`src/rtl/fir_out_buffer_if.sv`:
```
// Handshake bundle between Top_FIR, the output buffer and the DAC-side consumer.
// The buffer takes the slave view; the surrounding environment drives the master view.
interface fir_out_buffer_if #(
    parameter int DATA_W = 32
);
    logic [DATA_W-1:0] fir_data;
    logic              fir_valid;
    logic              hold;
    logic [DATA_W-1:0] out_data;
    logic              out_valid;
    logic              out_ready;

    modport master (
        output fir_data,
        output fir_valid,
        output out_ready,
        input  hold,
        input  out_data,
        input  out_valid
    );

    modport slave (
        input  fir_data,
        input  fir_valid,
        input  out_ready,
        output hold,
        output out_data,
        output out_valid
    );
endinterface

```
`src/rtl/fir_out_buffer.sv`:
```
// Output stage for Top_FIR: drops the pipeline-fill samples, buffers the rest in a
// first-word-fall-through FIFO, primes it before streaming, and drives hold as
// backpressure with hysteresis. Sticky overflow/underrun flags and a drop counter
// survive a flush and clear only on reset.
module fir_out_buffer #(
    parameter int DATA_W  = 32,
    parameter int ADDR_W  = 4,
    parameter int SKIP_N  = 7,
    parameter int PRIME_N = 4,
    parameter int HOLD_HI = 12,
    parameter int HOLD_LO = 8
) (
    input  logic              clk,
    input  logic              reset,
    input  logic              flush,
    fir_out_buffer_if.slave   bus,
    output logic [ADDR_W:0]   count,
    output logic              overflow,
    output logic              underrun,
    output logic [15:0]       drop_cnt
);
    localparam int DEPTH = 2 ** ADDR_W;
    localparam int CNT_W = ADDR_W + 1;
    localparam int SKIP_W = (SKIP_N < 2) ? 1 : $clog2(SKIP_N + 1);

    localparam logic [CNT_W-1:0]  DEPTH_C    = CNT_W'(DEPTH);
    localparam logic [CNT_W-1:0]  PRIME_C    = CNT_W'(PRIME_N);
    localparam logic [CNT_W-1:0]  HOLD_HI_C  = CNT_W'(HOLD_HI);
    localparam logic [CNT_W-1:0]  HOLD_LO_C  = CNT_W'(HOLD_LO);
    localparam logic [CNT_W-1:0]  CNT_ZERO   = {CNT_W{1'b0}};
    localparam logic [ADDR_W-1:0] PTR_ZERO   = {ADDR_W{1'b0}};
    localparam logic [ADDR_W-1:0] PTR_ONE    = ADDR_W'(1);
    localparam logic [SKIP_W-1:0] SKIP_ZERO  = {SKIP_W{1'b0}};
    localparam logic [SKIP_W-1:0] SKIP_ONE   = SKIP_W'(1);
    localparam logic [SKIP_W-1:0] SKIP_LAST  = SKIP_W'((SKIP_N > 0) ? (SKIP_N - 1) : 0);
    localparam logic [DATA_W-1:0] DATA_ZERO  = {DATA_W{1'b0}};
    localparam bit                SKIP_NONE  = (SKIP_N == 0);

    typedef enum logic [1:0] {
        ST_SKIP   = 2'd0,
        ST_PRIME  = 2'd1,
        ST_STREAM = 2'd2
    } state_t;

    state_t             state_r;
    logic [DATA_W-1:0]  mem_r [DEPTH];
    logic [ADDR_W-1:0]  rd_ptr_r;
    logic [ADDR_W-1:0]  wr_ptr_r;
    logic [CNT_W-1:0]   count_r;
    logic [SKIP_W-1:0]  skip_cnt_r;
    logic               hold_r;
    logic               out_valid_r;
    logic [DATA_W-1:0]  out_data_r;
    logic               overflow_r;
    logic               underrun_r;
    logic [15:0]        drop_cnt_r;

    logic               pop_s;
    logic               active_s;
    logic               room_s;
    logic               push_s;
    logic               drop_s;
    logic               underrun_set_s;
    logic               hold_next_s;
    logic [CNT_W-1:0]   count_next_s;
    logic [ADDR_W-1:0]  rd_ptr_next_s;
    logic [ADDR_W-1:0]  wr_ptr_next_s;
    logic [DATA_W-1:0]  head_s;

    // Push/pop qualification, next occupancy, next pointers and the next FIFO head.
    always_comb begin
        pop_s         = out_valid_r & bus.out_ready & ~flush;
        active_s      = (state_r != ST_SKIP);
        room_s        = (count_r != DEPTH_C) | pop_s;
        push_s        = bus.fir_valid & active_s & room_s & ~flush;
        drop_s        = bus.fir_valid & active_s & ~room_s & ~flush;
        count_next_s  = count_r + CNT_W'(push_s) - CNT_W'(pop_s);
        rd_ptr_next_s = pop_s  ? (rd_ptr_r + PTR_ONE) : rd_ptr_r;
        wr_ptr_next_s = push_s ? (wr_ptr_r + PTR_ONE) : wr_ptr_r;
        underrun_set_s = (state_r == ST_STREAM) & (count_next_s == CNT_ZERO) & ~flush;
        // The head slot may be the one being written this very cycle (empty or last-word case).
        if (push_s && (wr_ptr_r == rd_ptr_next_s)) begin
            head_s = bus.fir_data;
        end else begin
            head_s = mem_r[rd_ptr_next_s];
        end
        if (count_next_s >= HOLD_HI_C) begin
            hold_next_s = 1'b1;
        end else if (count_next_s <= HOLD_LO_C) begin
            hold_next_s = 1'b0;
        end else begin
            hold_next_s = hold_r;
        end
    end

    // Sample storage; contents are deliberately not cleared by reset.
    always_ff @(posedge clk) begin
        if (push_s && !reset) begin
            mem_r[wr_ptr_r] <= bus.fir_data;
        end
    end

    // Skip/prime/stream control with registered head data, valid, hold and occupancy.
    always_ff @(posedge clk) begin
        if (reset || flush) begin
            state_r     <= ST_SKIP;
            skip_cnt_r  <= SKIP_ZERO;
            rd_ptr_r    <= PTR_ZERO;
            wr_ptr_r    <= PTR_ZERO;
            count_r     <= CNT_ZERO;
            hold_r      <= 1'b0;
            out_valid_r <= 1'b0;
            out_data_r  <= DATA_ZERO;
        end else begin
            rd_ptr_r <= rd_ptr_next_s;
            wr_ptr_r <= wr_ptr_next_s;
            count_r  <= count_next_s;
            hold_r   <= hold_next_s;
            case (state_r)
                ST_SKIP: begin
                    out_valid_r <= 1'b0;
                    out_data_r  <= DATA_ZERO;
                    if (SKIP_NONE) begin
                        state_r <= ST_PRIME;
                    end else if (bus.fir_valid) begin
                        skip_cnt_r <= skip_cnt_r + SKIP_ONE;
                        if (skip_cnt_r == SKIP_LAST) begin
                            state_r <= ST_PRIME;
                        end else begin
                            state_r <= ST_SKIP;
                        end
                    end else begin
                        state_r <= ST_SKIP;
                    end
                end
                ST_PRIME: begin
                    if ((count_next_s >= PRIME_C) && (count_next_s != CNT_ZERO)) begin
                        state_r     <= ST_STREAM;
                        out_valid_r <= 1'b1;
                        out_data_r  <= head_s;
                    end else begin
                        state_r     <= ST_PRIME;
                        out_valid_r <= 1'b0;
                        out_data_r  <= DATA_ZERO;
                    end
                end
                ST_STREAM: begin
                    if (count_next_s == CNT_ZERO) begin
                        state_r     <= ST_PRIME;
                        out_valid_r <= 1'b0;
                        out_data_r  <= DATA_ZERO;
                    end else begin
                        state_r     <= ST_STREAM;
                        out_valid_r <= 1'b1;
                        out_data_r  <= head_s;
                    end
                end
                default: begin
                    state_r     <= ST_SKIP;
                    out_valid_r <= 1'b0;
                    out_data_r  <= DATA_ZERO;
                end
            endcase
        end
    end

    // Sticky error flags and saturating drop counter; a flush leaves them untouched.
    always_ff @(posedge clk) begin
        if (reset) begin
            overflow_r <= 1'b0;
            underrun_r <= 1'b0;
            drop_cnt_r <= 16'h0000;
        end else begin
            if (drop_s) begin
                overflow_r <= 1'b1;
                if (drop_cnt_r != 16'hFFFF) begin
                    drop_cnt_r <= drop_cnt_r + 16'h0001;
                end else begin
                    drop_cnt_r <= drop_cnt_r;
                end
            end else begin
                overflow_r <= overflow_r;
                drop_cnt_r <= drop_cnt_r;
            end
            if (underrun_set_s) begin
                underrun_r <= 1'b1;
            end else begin
                underrun_r <= underrun_r;
            end
        end
    end

    assign bus.hold      = hold_r;
    assign bus.out_valid = out_valid_r;
    assign bus.out_data  = out_data_r;
    assign count         = count_r;
    assign overflow      = overflow_r;
    assign underrun      = underrun_r;
    assign drop_cnt      = drop_cnt_r;
endmodule

```
`src/flat_wrapper.sv`:
```
// flat-port wrapper written by rule: the top's interface ports become plain ports
module fir_out_buffer_flat 
#(
    parameter int DATA_W  = 32,
    parameter int ADDR_W  = 4,
    parameter int SKIP_N  = 7,
    parameter int PRIME_N = 4,
    parameter int HOLD_HI = 12,
    parameter int HOLD_LO = 8
)
  (clk, reset, flush, count, overflow, underrun, drop_cnt, bus_fir_data, bus_fir_valid, bus_out_ready, bus_hold, bus_out_data, bus_out_valid);
  fir_out_buffer_if #(.DATA_W(DATA_W)) bus_i ();
  input  logic clk;
  input  logic reset;
  input  logic flush;
  output logic [ADDR_W:0] count;
  output logic overflow;
  output logic underrun;
  output logic [15:0] drop_cnt;
  input wire logic [$bits(bus_i.fir_data)-1:0] bus_fir_data;
  input wire logic [$bits(bus_i.fir_valid)-1:0] bus_fir_valid;
  input wire logic [$bits(bus_i.out_ready)-1:0] bus_out_ready;
  output wire logic [$bits(bus_i.hold)-1:0] bus_hold;
  output wire logic [$bits(bus_i.out_data)-1:0] bus_out_data;
  output wire logic [$bits(bus_i.out_valid)-1:0] bus_out_valid;
  assign bus_i.fir_data = bus_fir_data;
  assign bus_i.fir_valid = bus_fir_valid;
  assign bus_i.out_ready = bus_out_ready;
  assign bus_hold = bus_i.hold;
  assign bus_out_data = bus_i.out_data;
  assign bus_out_valid = bus_i.out_valid;
  fir_out_buffer #(.DATA_W(DATA_W), .ADDR_W(ADDR_W), .SKIP_N(SKIP_N), .PRIME_N(PRIME_N), .HOLD_HI(HOLD_HI), .HOLD_LO(HOLD_LO)) u_core (.clk(clk), .reset(reset), .flush(flush), .bus(bus_i), .count(count), .overflow(overflow), .underrun(underrun), .drop_cnt(drop_cnt));
endmodule
```
`config.mk`:
```
export PLATFORM = sky130hd
export DESIGN_NAME = fir_out_buffer_flat
export DESIGN_NICKNAME = d
export VERILOG_FILES = /design/src/rtl/fir_out_buffer_if.sv /design/src/rtl/fir_out_buffer.sv /design/src/flat_wrapper.sv
export SDC_FILE = /design/constraint.sdc
export NUM_CORES = 1
export LEC_CHECK = 0
export ABC_AREA = 1
export CAP_MARGIN = 30
export CORE_ASPECT_RATIO = 0.6
export CORE_MARGIN = 2
export CORE_UTILIZATION = 45
export DETAILED_ROUTE_END_ITERATION = 8
export SLEW_MARGIN = 20
export SYNTH_ARGS = -nofsm -noshare
export SYNTH_HDL_FRONTEND = slang
export SYNTH_SLANG_ARGS = --single-unit
```
`constraint.sdc`:
```
create_clock -name clk -period 3.2 [get_ports clk]
set_input_delay 0.48 -clock clk [delete_from_list [all_inputs] [get_ports clk]]
set_output_delay 0.48 -clock clk [all_outputs]
set_load 0.005 [all_outputs]
```
# Word level (Yosys, flattened, before mapping)
# Memory sizes are Yosys's and may differ from the RTL's.
# Cells that the tools add are included.
dict set report op_classes {
  n_addsub 6
  eq_ne 6
  reduce_logical 12
  magnitude_cmp 3
  bitwise 12
  muxes 17
}
# op count
set ops {}
lappend ops {{$mux 32} 3}
lappend ops {{$pmux 32 s2} 1}
lappend ops {{$add 16x1->16 const B} 1}
lappend ops {{$ne 16x16->1 const B} 1}
lappend ops {{$and 1x1->1} 9}
lappend ops {{$add 4x1->4 const B} 2}
lappend ops {{$mux 1} 8}
lappend ops {{$pmux 2 s3} 1}
lappend ops {{$add 5x1->5} 1}
lappend ops {{$ge 5x3->1 const B} 1}
lappend ops {{$ge 5x4->1 const B} 1}
lappend ops {{$le 5x4->1 const B} 1}
lappend ops {{$logic_not 5->1} 1}
lappend ops {{$ne 5x5->1 const B} 1}
lappend ops {{$reduce_bool 5->1} 1}
lappend ops {{$sub 5x1->5} 1}
lappend ops {{$eq 4x4->1} 1}
lappend ops {{$mux 2} 2}
lappend ops {{$mux 4} 1}
lappend ops {{$reduce_and 2->1} 2}
lappend ops {{$reduce_bool 2->1} 2}
lappend ops {{$add 3x1->3 const B} 1}
lappend ops {{$eq 3x3->1 const B} 1}
lappend ops {{$logic_and 1x1->1} 3}
lappend ops {{8 further kinds} 9}
dict set report word_totals {
  register_bits 70
  ram_bits 512
  n_memories 1
}
# memory depth word_bits rd rd_clocked_by_memory_dff wr line
set memory_table {}
lappend memory_table {u_core.mem_r 16 32 1 0 1 fir_out_buffer.sv:46} ;# logic [DATA_W-1:0] mem_r [DEPTH];

# Depth between registers and ports, before layout
# Gate-level depths: netlist of run 1.
dict set report logic_depth {
  word_depth 11
  depth_mapped 20
  ltp_nobuf 19
}

# Least setup slack after synthesis of run 1
# No wires, ideal clock.
dict set report synth_timing {
  path_type {register to register}
  start {register u_core.state_r[0]}
  end {register u_core.out_data_r[10], in the netlist u_core.bus.out_data[10]}
  path_slack_ns 0.272
  setup_time_ns 0.109
  synth_period_minus_slack_ns 2.928
  t_arrival_ns 2.819
  stages_incl_launch_ff 21
  cell_sequence {dfxtp_1 -> inv_1 -> ha_1 -> inv_1 -> nand3_1 -> nor2_8 -> ha_1 -> inv_1 -> fa_1 -> nand3b_1 -> nand2_1 -> nand2_1 -> nand2_1 -> nand3_1 -> inv_1 -> nand2_1 -> nand3_1 -> clkbuf_1 -> nor2_1 -> nand2_1 -> inv_1}
}
dict set report synth_via {
  elab_chain_cells 10
  word_cells_on_any_way 17
  cone_classes {2 x add/sub; 1 x order compare; 2 x eq/ne; 4 x mux; 3 x bitwise; 5 x reduce/logical}
}
# element line
set synth_rtl {}
lappend synth_rtl {{from (decl)} fir_out_buffer.sv:45} ;# state_t state_r;
lappend synth_rtl {{from (signal assigned)} fir_out_buffer.sv:106} ;# state_r <= ST_SKIP;
lappend synth_rtl {{from (signal assigned)} fir_out_buffer.sv:124} ;# state_r <= ST_PRIME;
lappend synth_rtl {{from (signal assigned)} fir_out_buffer.sv:128} ;# state_r <= ST_PRIME;
lappend synth_rtl {{$reduce_bool 2->1 (*)} fir_out_buffer.sv:73} ;# active_s = (state_r != ST_SKIP);
lappend synth_rtl {{$and 1x1->1 (*) (3 in a row)} fir_out_buffer.sv:75} ;# push_s = bus.fir_valid & active_s & room_s & ~flush;
lappend synth_rtl {{net u_core.push_s} fir_out_buffer.sv:61} ;# logic push_s;
lappend synth_rtl {{$add 5x1->5} fir_out_buffer.sv:77} ;# count_next_s = count_r + CNT_W'(push_s) - CNT_W'(pop_s);
lappend synth_rtl {{$sub 5x1->5} fir_out_buffer.sv:77}
lappend synth_rtl {{$ge 5x3->1 / $reduce_bool 5->1 (equally long branches)} fir_out_buffer.sv:137} ;# if ((count_next_s >= PRIME_C) && (count_next_s != CNT_ZERO)) begin
lappend synth_rtl {{$logic_and 1x1->1} fir_out_buffer.sv:137}
lappend synth_rtl {{$mux 32} fir_out_buffer.sv:137}
lappend synth_rtl {{$pmux 32 s2 (*)} fir_out_buffer.sv:119} ;# case (state_r)
lappend synth_rtl {{to (signal assigned)} fir_out_buffer.sv:140} ;# out_data_r <= head_s;
lappend synth_rtl {{to (signal assigned)} fir_out_buffer.sv:155} ;# out_data_r <= head_s;
lappend synth_rtl {{to (decl)} fir_out_buffer.sv:53} ;# logic [DATA_W-1:0] out_data_r;
# Mark *: on every way through the listed nets, which the timed path passes. The rest lies on a longest branch.
# A chain may end at the register's enable or synchronous reset.

# Worst setup path after layout of run 1
dict set report layout_timing {
  start {register u_core.state_r[1]}
  end {register u_core.out_data_r[2], in the netlist u_core.bus.out_data[2]}
}
# Same word-level chain as after synthesis.

==> flow_summary_export.csv, run 1 <==
group,metric,value,unit
power,internal-power,11.9,mW
logic_synthesis,synth_ff_type,"edfxtp_1",
logic_synthesis,synthArstFlopShare,0,%
place,place.port_buffers,93,
layout,diodes,0,
setup_path,cp_data_required_time,3.67,ns
setup_path,crit_family,"simple AND/OR/NAND/NOR gates",
logic_synthesis,ys_seq_area_share,69.4,%
timing,post-route-period-util,90.1,%
global_route,grt_pass1_vias,16300,
logic_synthesis,ys.warnings.count,0,
setup_path,arrival,3.35,ns
logic_synthesis,syn-num-nets,2235,
logic_synthesis,yosysTopAreaCellShare,63.6,%
logic_synthesis,synth_cell_types,37,
logic_synthesis,synth-seq-cells,582,
layout,nets,2314,
timing,setup_ws,0.318,ns
drt,viasPerCell,5.67,
power,pwr-share-seq,55.8,%
layout,syn_to_final_growth,17.0,%
logic_synthesis,syn_inst,2179,
clock_network,clock_latency,0.59,ns
drt,first_iter_violations,1911,
run_status,status,"finished clean",
setup_path,path_cells,"inv_1 -> ha_1 -> inv_1 -> nand3_2 -> nor2_8 -> ha_1 -> inv_1 -> fa_1 -> nand3b_1 -> nand2_1 -> nand2_1 -> nand2_1 -> nand3_1 -> inv_1 -> nand2_1 -> nand3_2 -> buf_12 -> nor2_1 -> nand2_1 -> inv_1",
floorplanning,die_height,184,um
power,pwr-share-comb,1.1,%
logic_synthesis,synth_top_cell_by_area,"edfxtp_1",
layout,final_cell_mix,"nand3_1, edfxtp_1, nand2_1",
floorplanning,die_w,303,um
global_route,grt_max_degree,111,
run,cap_violations,0,
power,leakage,10.1,nW
timing,min_period,2.88,ns
power,p_sw,2.86,mW
floorplanning,initial_utilization,45.8,%
drt,firstDrtPassIters,5,
setup_path,timing.critical_path.buf_inv,6,
timing,setup_violations,0,
clock_network,htree_levels,2,
timing,slew_violations,0,
power,powerDensity,523,nW/um^2
setup_path,setup.worst_path.class,"reg2reg",
floorplanning,die_area,55700,um^2
power,peakVddDrop,363,uV
global_route,grt_usage,23.2,%
setup_path,path_max_fanout,19,
power,p_sw_share,19.3,%
drt,wl_per_cell,21.5,um
layout,final_common_cell,"nand3_1",
logic_synthesis,avgSynthCellArea,11.1,um^2
global_route,grt_pass1_wl,98600,um
logic_synthesis,synth_area,24200,um^2
floorplanning,placementRows,65,
layout,drive_above_1_share,8.00,%
drt,vias,17000,
logic_synthesis,synthTopCellsByArea,"edfxtp_1, nand3_1, nand2_1",
place,placed_area,26600,um^2
setup_path,critPathSlowestCell,"fa_1",
clock_network,path_clk_slew,0.06,ns
clock_network,cts_root_buf,"clkbuf_16",
drt,drc,0,
timing,clock_skew,0.0165,ns
clock_network,cts_buffer_depth,3,
clock_network,cts_post_setup_buffers_inserted,0,
logic_synthesis,synth_edf_count,512,
global_route,antenna_found_initial,1,
floorplanning,core_area,52800,um^2
drt,postRouteAntennaNets,0,
clock_network,cts_made_buffers,54,
global_route,grt-ovfl-total,0,
layout,fin_area,28300,um^2
timing,slew_headroom,52.9,%
setup_path,r2r_setup_slack,0.32,ns
place,gp_congestion,0.817,
setup_path,startpoint_type,"flop",
setup_path,cp_slowest_stage_delay,0.40,ns
power,p_clk_share,43.1,%
timing,timing.fmax,347,MHz
timing,worst_pin_slew,0.704,ns
power,power.total,14.8,mW
place,dpl.hpwl,34000,um
layout,fill_cells,4457,
floorplanning,pin_count,94,
clock_network,cts_tree,"done",
drt,drt_wl_total,64600,um
min_path,hold_class,"reg2reg",
place,dp_slack,-0.151,ns
timing,hold_violations,0,
clock_network,cts_sinks,582,
setup_path,crit_path_end_kind,"flop",
timing,rsz0062_at_grt,"no",
==> what timing repair did <==
action	in CTS	in global routing
gates resized for setup	0	1
hold buffers	0	0
endpoints found under the setup margin	0	22
==> layout make-up <==
type | instances | area, um^2 | area share, %
clock inverter | 23 | 240 | 0.849
inverter | 93 | 352 | 1.24
timing repair buffer | 171 | 1980 | 7.00
tap | 703 | 880 | 3.11
sequential | 582 | 16800 | 59.3
multi-input combinational | 1356 | 6570 | 23.2
clock buffer | 76 | 1490 | 5.25
==> power groups by stage <==
stage | combinational (mW) | clock [mW] | sequential (mW)
2_1_floorplan | 0.0150 | 0 | 8.41
3_3_place_gp | 0.156 | 0 | 8.41
3_5_place_dp | 0.162 | 0 | 8.41
4_1_cts | 0.163 | 6.48 | 8.25
5_1_grt | 0.179 | 6.77 | 8.24
6_report | 0.163 | 6.37 | 8.25
==> per-layer routing <==
metal  part of all wire, %  routed length, um  vias up  global-route usage [%]
met5                     0                  0        -                       0
met2                    45              29200      675                    36.0
met3                   7.6               4910      112                    3.89
li1                      -                  -     7899                       -
met1                    45              29000     8345                    34.0
met4                   2.3               1460        0                    5.93
==> worst paths after layout <==
check,startpoint,to,cells past startpoint
max,u_core.state_r[1]$_SDFF_PP0_,u_core.bus.out_data[2]$_SDFF_PP0_,20
min,u_core.skip_cnt_r[2]$_SDFFE_PP0P_,u_core.skip_cnt_r[2]$_SDFFE_PP0P_,2
max reg2reg,u_core.state_r[1]$_SDFF_PP0_,u_core.bus.out_data[2]$_SDFF_PP0_,20
min reg2reg,u_core.skip_cnt_r[2]$_SDFFE_PP0P_,u_core.skip_cnt_r[2]$_SDFFE_PP0P_,2
==> registers in the layout, indices dropped and copies added (netlist names) <==
register and flops:
u_core.wr_ptr_r 4, u_core.drop_cnt 16, u_core.underrun 1, u_core.bus.out_valid 1, u_core.overflow 1, u_core.state_r 2, u_core.rd_ptr_r 4, u_core.bus.out_data 32
u_core.bus.hold 1, u_core.mem_r 512, u_core.skip_cnt_r 3, u_core.count 5
==> through the flow <==
stage                     cells  hold WS, ns  utilization [%]  TNS [ns]
after floorplan            2179        0.435                -         0
after global placement     2905        0.444             50.3     -1.09
after detailed placement   2905        0.462             50.3     -3.86
after CTS                  3004        0.471             53.6         0
after global routing       3004        0.503             53.6         0
final                      3004        0.466             53.6         0
==> cells by family (layout without fill, tap and decap cells) <==
family	Yosys count	count (layout)	synth area share, %
xor+xnor	6	6	0.217
buf+inv	241	363	4.15
simple gates	1292	1292	24.4
fa+ha+maj	19	19	1.01
flops	582	582	69.4
compound gates	39	39	0.854
==> synthesized netlist by cell type, types with 2 or more instances <==
master	count
dfxtp_1	70
inv_1	90
a21oi_1	19
o21bai_1	2
nand2_1	427
buf_4	2
and3_1	2
xor2_1	5
buf_2	56
ha_1	18
nand3_1	730
o21ai_0	15
nor2_1	73
clkbuf_1	65
nand2_2	3
buf_1	22
nand4_1	5
buf_6	3
nor3_1	42
edfxtp_1	512
inv_2	2
==> tightest hold or removal path, cell delays in order (launching register included) <==
cell and delay, ns:
dfxtp_1 0.32, inv_1 0.05, a21oi_1 0.05
No activity file was read; power rests on OpenSTA's default activity.
==> run 2, diff against run 1 <==
--- a/config.mk
+++ b/config.mk
@@ -5,12 +5,13 @@
 export SDC_FILE = /design/constraint.sdc
 export NUM_CORES = 1
 export LEC_CHECK = 0
-export ABC_AREA = 1
+export ABC_AREA = 0
 export CAP_MARGIN = 30
 export CORE_ASPECT_RATIO = 0.6
 export CORE_MARGIN = 2
-export CORE_UTILIZATION = 45
+export CORE_UTILIZATION = 54
 export DETAILED_ROUTE_END_ITERATION = 8
+export PLACE_DENSITY = 0.72
 export SLEW_MARGIN = 20
 export SYNTH_ARGS = -nofsm -noshare
 export SYNTH_HDL_FRONTEND = slang
==> flow_summary_export.csv, run 2 <==
group,metric,value,unit
run_status,violations,"setup timing",
logic_synthesis,yosysTopAreaCellShare,54.7,%
layout,syn_to_final_growth,15.4,%
setup_path,startpoint_type,"flop",
timing,rsz0062_at_grt,"yes",
floorplanning,core_area,51200,um^2
drt,drt_wl_total,69300,um
drt,postRouteAntennaNets,0,
place,place.port_buffers,93,
layout,top_register,"u_core.mem_r",
floorplanning,initial_utilization,55.0,%
timing,setup_ws,-0.0261,ns
logic_synthesis,synth-seq-cells,582,
clock_network,path_clk_slew,0.06,ns
min_path,hp-start,"u_core.overflow$_SDFFE_PP0P_",
timing,timing.fmax,310,MHz
logic_synthesis,syn_inst,1828,
drt,viasPerCell,6.35,
clock_network,clock_latency,0.59,ns
power,powerDensity,452,nW/um^2
drt,wl_per_cell,25.7,um
global_route,grt_pass1_vias,17100,
logic_synthesis,synth_area,28100,um^2
timing,setup_tns,-0.100,ns
setup_path,r2r_cells,16,
run,cap_violations,0,
layout,diodes,0,
clock_network,cts_tree,"done",
clock_network,htree_levels,2,
logic_synthesis,synth_common_cells,"edfxtp_1, mux2i_1, mux4_2, nand2_1, a211oi_1",
layout,final_common_cell,"edfxtp_1",
drt,firstDrtPassIters,5,
timing,min_period,3.23,ns
timing,slew_headroom,18.5,%
floorplanning,die_w,299,um
global_route,grt-ovfl-total,0,
floorplanning,die_area,54000,um^2
setup_path,critPathSlowestCell,"fa_2",
setup_path,path_cells,"inv_2 -> ha_4 -> nor3b_4 -> a21boi_4 -> ha_4 -> inv_2 -> fa_2 -> nor3b_2 -> o21ai_2 -> nand4_1 -> a211oi_2 -> buf_4 -> nor3b_4 -> buf_6 -> clkbuf_16 -> a32o_1",
logic_synthesis,ys_seq_area_share,59.7,%
place,dp_slack,-0.383,ns
timing,setup_violations,10,
global_route,grt_usage,25.3,%
timing,hold_violations,0,
logic_synthesis,yosysMostFrequentCell,"edfxtp_1",
setup_path,path_max_fanout,8,
setup_path,timing.critical_path.buf_inv,5,
timing,slew_violations,0,
logic_synthesis,ys.warnings.count,0,
layout,nets,2012,
power,leakage,9.47,nW
timing,clock_skew,0.0114,ns
setup_path,cp_data_required_time,3.73,ns
setup_path,crit_cells,16,
layout,drive_above_1_share,17.9,%
setup_path,setup.worst_path.class,"reg2reg",
logic_synthesis,synthTopCellsByArea,"edfxtp_1, mux2i_1, mux4_2",
place,gp_congestion,0.798,
layout,final_cell_mix,"edfxtp_1, mux2i_1, clkdlybuf4s50_1",
clock_network,cts_root_buf,"clkbuf_16",
logic_synthesis,synth_cell_types,58,
timing,post-route-period-util,101,%
setup_path,timing.rr.start,"u_core.state_r[1]$_SDFF_PP0_",
logic_synthesis,synth_top_cell_by_area,"edfxtp_1",
place,dpl.hpwl,39400,um
floorplanning,die_height,181,um
drt,first_iter_violations,1449,
global_route,antenna_found_initial,0,
global_route,grt_pass1_wl,104000,um
clock_network,ctsHoldBuffers,0,
drt,drc,0,
logic_synthesis,synth_edf_count,512,
timing,worst_pin_slew,1.22,ns
floorplanning,pin_count,94,
clock_network,cts_buffer_depth,3,
power,power.total,14.7,mW
global_route,grt_max_degree,144,
logic_synthesis,synthArstFlopShare,0,%
run_status,status,"complete, but fails checks",
setup_path,crit_path_end_kind,"flop",
min_path,whs_path_depth,2,
power,peakVddDrop,541,uV
min_path,hold_class,"reg2reg",
setup_path,crit_family,"simple AND/OR/NAND/NOR gates",
clock_network,cts_sinks,582,
floorplanning,placementRows,64,
logic_synthesis,syn-num-nets,1884,
clock_network,cts_made_buffers,53,
setup_path,cp_slowest_stage_delay,0.40,ns
logic_synthesis,synth_ff_type,"edfxtp_1",
setup_path,arrival,3.75,ns
drt,vias,17100,
setup_path,crit_start,"u_core.state_r[1]$_SDFF_PP0_",
logic_synthesis,avgSynthCellArea,15.4,um^2
layout,largest_register_ffs,512,
run 2: changes by cell type after synthesis, moves of 36 or more:
cell / delta
nor3_1: -39
a211oi_1: +76
nor2b_1: +39
inv_1: -72
nand2_1: -337
mux4_2: +92
nand3_1: -721
a311oi_1: +37
mux2i_1: +472
clkbuf_1: -36
run 2: per-stage QoR:
stage          cell area (um^2)  utilization [%]  hold WS (ns)  cells
6_report                  32500             63.4         0.488   2693
5_1_grt                   32500             63.4         0.497   2693
4_1_cts                   32200             63.0         0.491   2680
3_5_place_dp              30500             59.5         0.475   2570
3_3_place_gp              30500             59.5         0.466   2570
2_1_floorplan             28200                -         0.442   1828
run 2: cells by family after synthesis:
kind of cell | Yosys count | synth area share, %
flops | 582 | 59.7
mux | 564 | 24.2
simple gates | 265 | 4.63
compound gates | 213 | 6.68
buf+inv | 154 | 3.02
xor+xnor | 31 | 0.966
fa+ha+maj | 19 | 0.872
run 2: repair_timing:
item | in CTS | in global routing
pin swaps | 2 | 13
gates cloned | 0 | 1
setup buffers | 11 | 12
endpoints found under the setup margin | 32 | 44
gates resized for setup | 5 | 19
run 2: where the power goes:
group | internal (mW) | switching, mW | total, mW | leakage, nW
Clock | 3.47 | 2.79 | 6.26 | 0.834
Sequential | 8.24 | 0.000749 | 8.25 | 5.17
Combinational | 0.0468 | 0.118 | 0.165 | 3.47
Total | 11.8 | 2.91 | 14.7 | 9.47
run 2: worst paths after layout:
path	to	slack, ns
max	u_core.bus.out_data[30]$_SDFF_PP0_	-0.03
min	u_core.overflow$_SDFFE_PP0P_	0.49
max reg2reg	u_core.bus.out_data[30]$_SDFF_PP0_	-0.03
min reg2reg	u_core.overflow$_SDFFE_PP0P_	0.49
run 2: routing by layer:
metal / GRT usage [%] / part of all wire (%)
met3: 3.75 / 7.0
met1: 37.9 / 45
met4: 5.39 / 1.7
met5: 0 / 0
met2: 39.7 / 46
run 2: worst register-to-register path, delay by kind of cell, from the launching register on:
kind	cells	cell delay (ns)
and+or+nand+nor	4	0.92
adders and majority gates	3	0.73
DFF	1	0.35
buffers and inverters	5	0.61
AOI/OAI and AO/OA	4	0.57
run 2: layout make-up:
cell class,instances,area [um^2]
Clock buffer,65,1420
Clock inverter,34,262
Fill cell,3641,18700
Inverter,20,82.6
Multi-Input combinational cell,1092,10800
Sequential cell,582,16800
Tap cell,693,867
Timing Repair Buffer,207,2220
==> run 3, diff against run 2 <==
--- a/config.mk
+++ b/config.mk
@@ -12,7 +12,7 @@
 export CORE_UTILIZATION = 54
 export DETAILED_ROUTE_END_ITERATION = 8
 export PLACE_DENSITY = 0.72
-export SLEW_MARGIN = 20
+export SLEW_MARGIN = 0
 export SYNTH_ARGS = -nofsm -noshare
 export SYNTH_HDL_FRONTEND = slang
 export SYNTH_SLANG_ARGS = --single-unit
==> constraint.sdc (replaced) <==
create_clock -name clk -period 3.2 [get_ports clk]
set_input_delay 0.64 -clock clk [delete_from_list [all_inputs] [get_ports clk]]
set_output_delay 0.64 -clock clk [all_outputs]
set_load 0.005 [all_outputs]
==> flow_summary_export.csv, run 3 (synthesis gave the netlist of run 2 again) <==
group,metric,value,unit
drt,vias,17000,
setup_path,r2r_setup_slack,0.03,ns
setup_path,rr_endpoint,"u_core.bus.out_data[24]$_SDFF_PP0_",
drt,first_iter_violations,1578,
timing,hold_ws,0.460,ns
setup_path,cp_data_required_time,3.73,ns
timing,slew_headroom,28.5,%
drt,viasPerCell,6.34,
floorplanning,initial_utilization,55.0,%
setup_path,r2r_cells,16,
place,gp_congestion,0.786,
drt,wl_per_cell,25.3,um
clock_network,cts_made_buffers,53,
floorplanning,pin_count,94,
clock_network,clock_latency,0.59,ns
run,cap_violations,0,
clock_network,cts_sinks,582,
timing,setup_tns,0,ns
place,dp_slack,-0.715,ns
timing,timing.fmax,315,MHz
power,leakage,9.44,nW
layout,nets,1996,
global_route,grt-ovfl-total,0,
clock_network,cts_root_buf,"clkbuf_16",
setup_path,crit_start,"bus_out_ready",
layout,top_register,"u_core.mem_r",
setup_path,crit_path_end,"u_core.bus.out_data[24]$_SDFF_PP0_",
clock_network,cts_buffer_depth,3,
place,place.port_buffers,93,
run_status,status,"finished clean",
setup_path,timing.rr.start,"u_core.count[3]$_SDFF_PP0_",
layout,fill_cells,3658,
drt,postRouteAntennaNets,0,
drt,drc,0,
global_route,grt_max_degree,134,
layout,final_common_cell,"edfxtp_1",
layout,syn_to_final_growth,15.3,%
global_route,antenna_found_initial,1,
drt,drt_wl_total,67600,um
clock_network,cts_tree,"done",
global_route,grt_pass1_vias,16900,
global_route,grt_pass1_wl,102000,um
setup_path,crit_path_end_kind,"flop",
floorplanning,die_height,181,um
timing,setup_violations,0,
floorplanning,die_area,54000,um^2
layout,drive_above_1_share,17.2,%
clock_network,ctsHoldBuffers,0,
setup_path,path_max_fanout,13,
place,dpl.hpwl,39000,um
floorplanning,core_area,51200,um^2
setup_path,startpoint_type,"primary input",
timing,clock_skew,0.0254,ns
power,power.total,14.7,mW
clock_network,path_clk_slew,0.06,ns
timing,worst_pin_slew,1.07,ns
setup_path,arrival,3.70,ns
timing,setup_ws,0.0304,ns
drt,firstDrtPassIters,5,
min_path,hold_class,"reg2reg",
timing,hold_violations,0,
setup_path,setup.worst_path.class,"in2reg",
floorplanning,die_w,299,um
timing,min_period,3.17,ns
global_route,grt_usage,24.8,%
layout,largest_register_ffs,512,
timing,slew_violations,0,
floorplanning,placementRows,64,
layout,final_cell_mix,"edfxtp_1, mux2i_1, mux4_2",
timing,post-route-period-util,99.1,%
power,powerDensity,454,nW/um^2
clock_network,htree_levels,2,
power,peakVddDrop,429,uV
==> run 3: cell count changes in the layout (fill, tap and decap cells not counted), moves of 2 or more <==
cell,before,now
buf_4,79,53
clkinv_1,15,2
clkbuf_1,7,19
buf_12,33,39
clkbuf_8,5,9
buf_6,1,4
a311oi_2,0,2
a311oi_4,2,0
clkdlybuf4s50_1,93,91
clkinv_2,12,10
dlymetal6s2s_1,0,2
==> run 3: cell type report <==
| cell class | instances | area, um^2 | share of cell area, % |
|---|---|---|---|
| clock buffer | 81 | 1520 | 4.69 |
| timing repair buffer | 191 | 2210 | 6.82 |
| antenna | 1 | 2.50 | 0.00772 |
| clock inverter | 18 | 195 | 0.602 |
| inverter | 20 | 82.6 | 0.255 |
| tap | 693 | 867 | 2.67 |
| sequential | 582 | 16800 | 51.8 |
| multi-input combinational | 1092 | 10800 | 33.2 |
==> run 3: per-stage QoR <==
step	instances	utilization [%]	area, um^2
2_1_floorplan	1828	-	28200
3_3_place_gp	2568	59.7	30500
3_5_place_dp	2568	59.7	30500
4_1_cts	2667	63.0	32200
5_1_grt	2678	63.4	32400
6_report	2678	63.4	32400
==> run 3: layer usage <==
metal  share of wire (%)  up-vias  GRT usage (%)
met5                   0        -              0
met4                 2.0        0           5.81
met3                 7.5       99           4.49
met2                  46      627           38.5
met1                  44     8732           36.7
li1                    -     7508              -
==> run 3: worst max-delay path, stage by stage <==
cell	delay, ns
clkdlybuf4s50_1	0.52
nand3b_4	0.15
inv_8	0.08
ha_4	0.19
inv_2	0.06
ha_4	0.12
inv_2	0.04
fa_2	0.40
nor3b_2	0.20
o21ai_0	0.09
nand4_1	0.18
a211oi_2	0.06
buf_4	0.17
nor3b_4	0.26
buf_6	0.17
buf_12	0.16
a32o_1	0.18
==> run 3: what timing repair did <==
action | 4_1_cts | 5_1_grt
buffers inserted | 0 | 9
resized for setup | 1 | 21
endpoints found under the setup margin | 32 | 32
pin swaps | 1 | 9
cloned | 0 | 1
==> run 3: power by group <==
part           total, mW  switching [mW]  internal, mW  leakage [nW]
Combinational      0.163           0.116        0.0476          3.42
Clock               6.33            2.73          3.60         0.848
Sequential          8.25        0.000906          8.25          5.17
Total               14.7            2.85          11.9          9.44
==> run 3: how the worst min path moves through the flow <==
stage          slack [ns]  cells after the start                          from                           end
2_1_floorplan        0.44                      2  u_core.overflow$_SDFFE_PP0P_  u_core.overflow$_SDFFE_PP0P_
3_3_place_gp         0.45                      2  u_core.overflow$_SDFFE_PP0P_  u_core.overflow$_SDFFE_PP0P_
3_5_place_dp         0.44                      2  u_core.overflow$_SDFFE_PP0P_  u_core.overflow$_SDFFE_PP0P_
4_1_cts              0.46                      2  u_core.overflow$_SDFFE_PP0P_  u_core.overflow$_SDFFE_PP0P_
5_1_grt              0.51                      2  u_core.overflow$_SDFFE_PP0P_  u_core.overflow$_SDFFE_PP0P_
6_report             0.46                      2  u_core.overflow$_SDFFE_PP0P_  u_core.overflow$_SDFFE_PP0P_
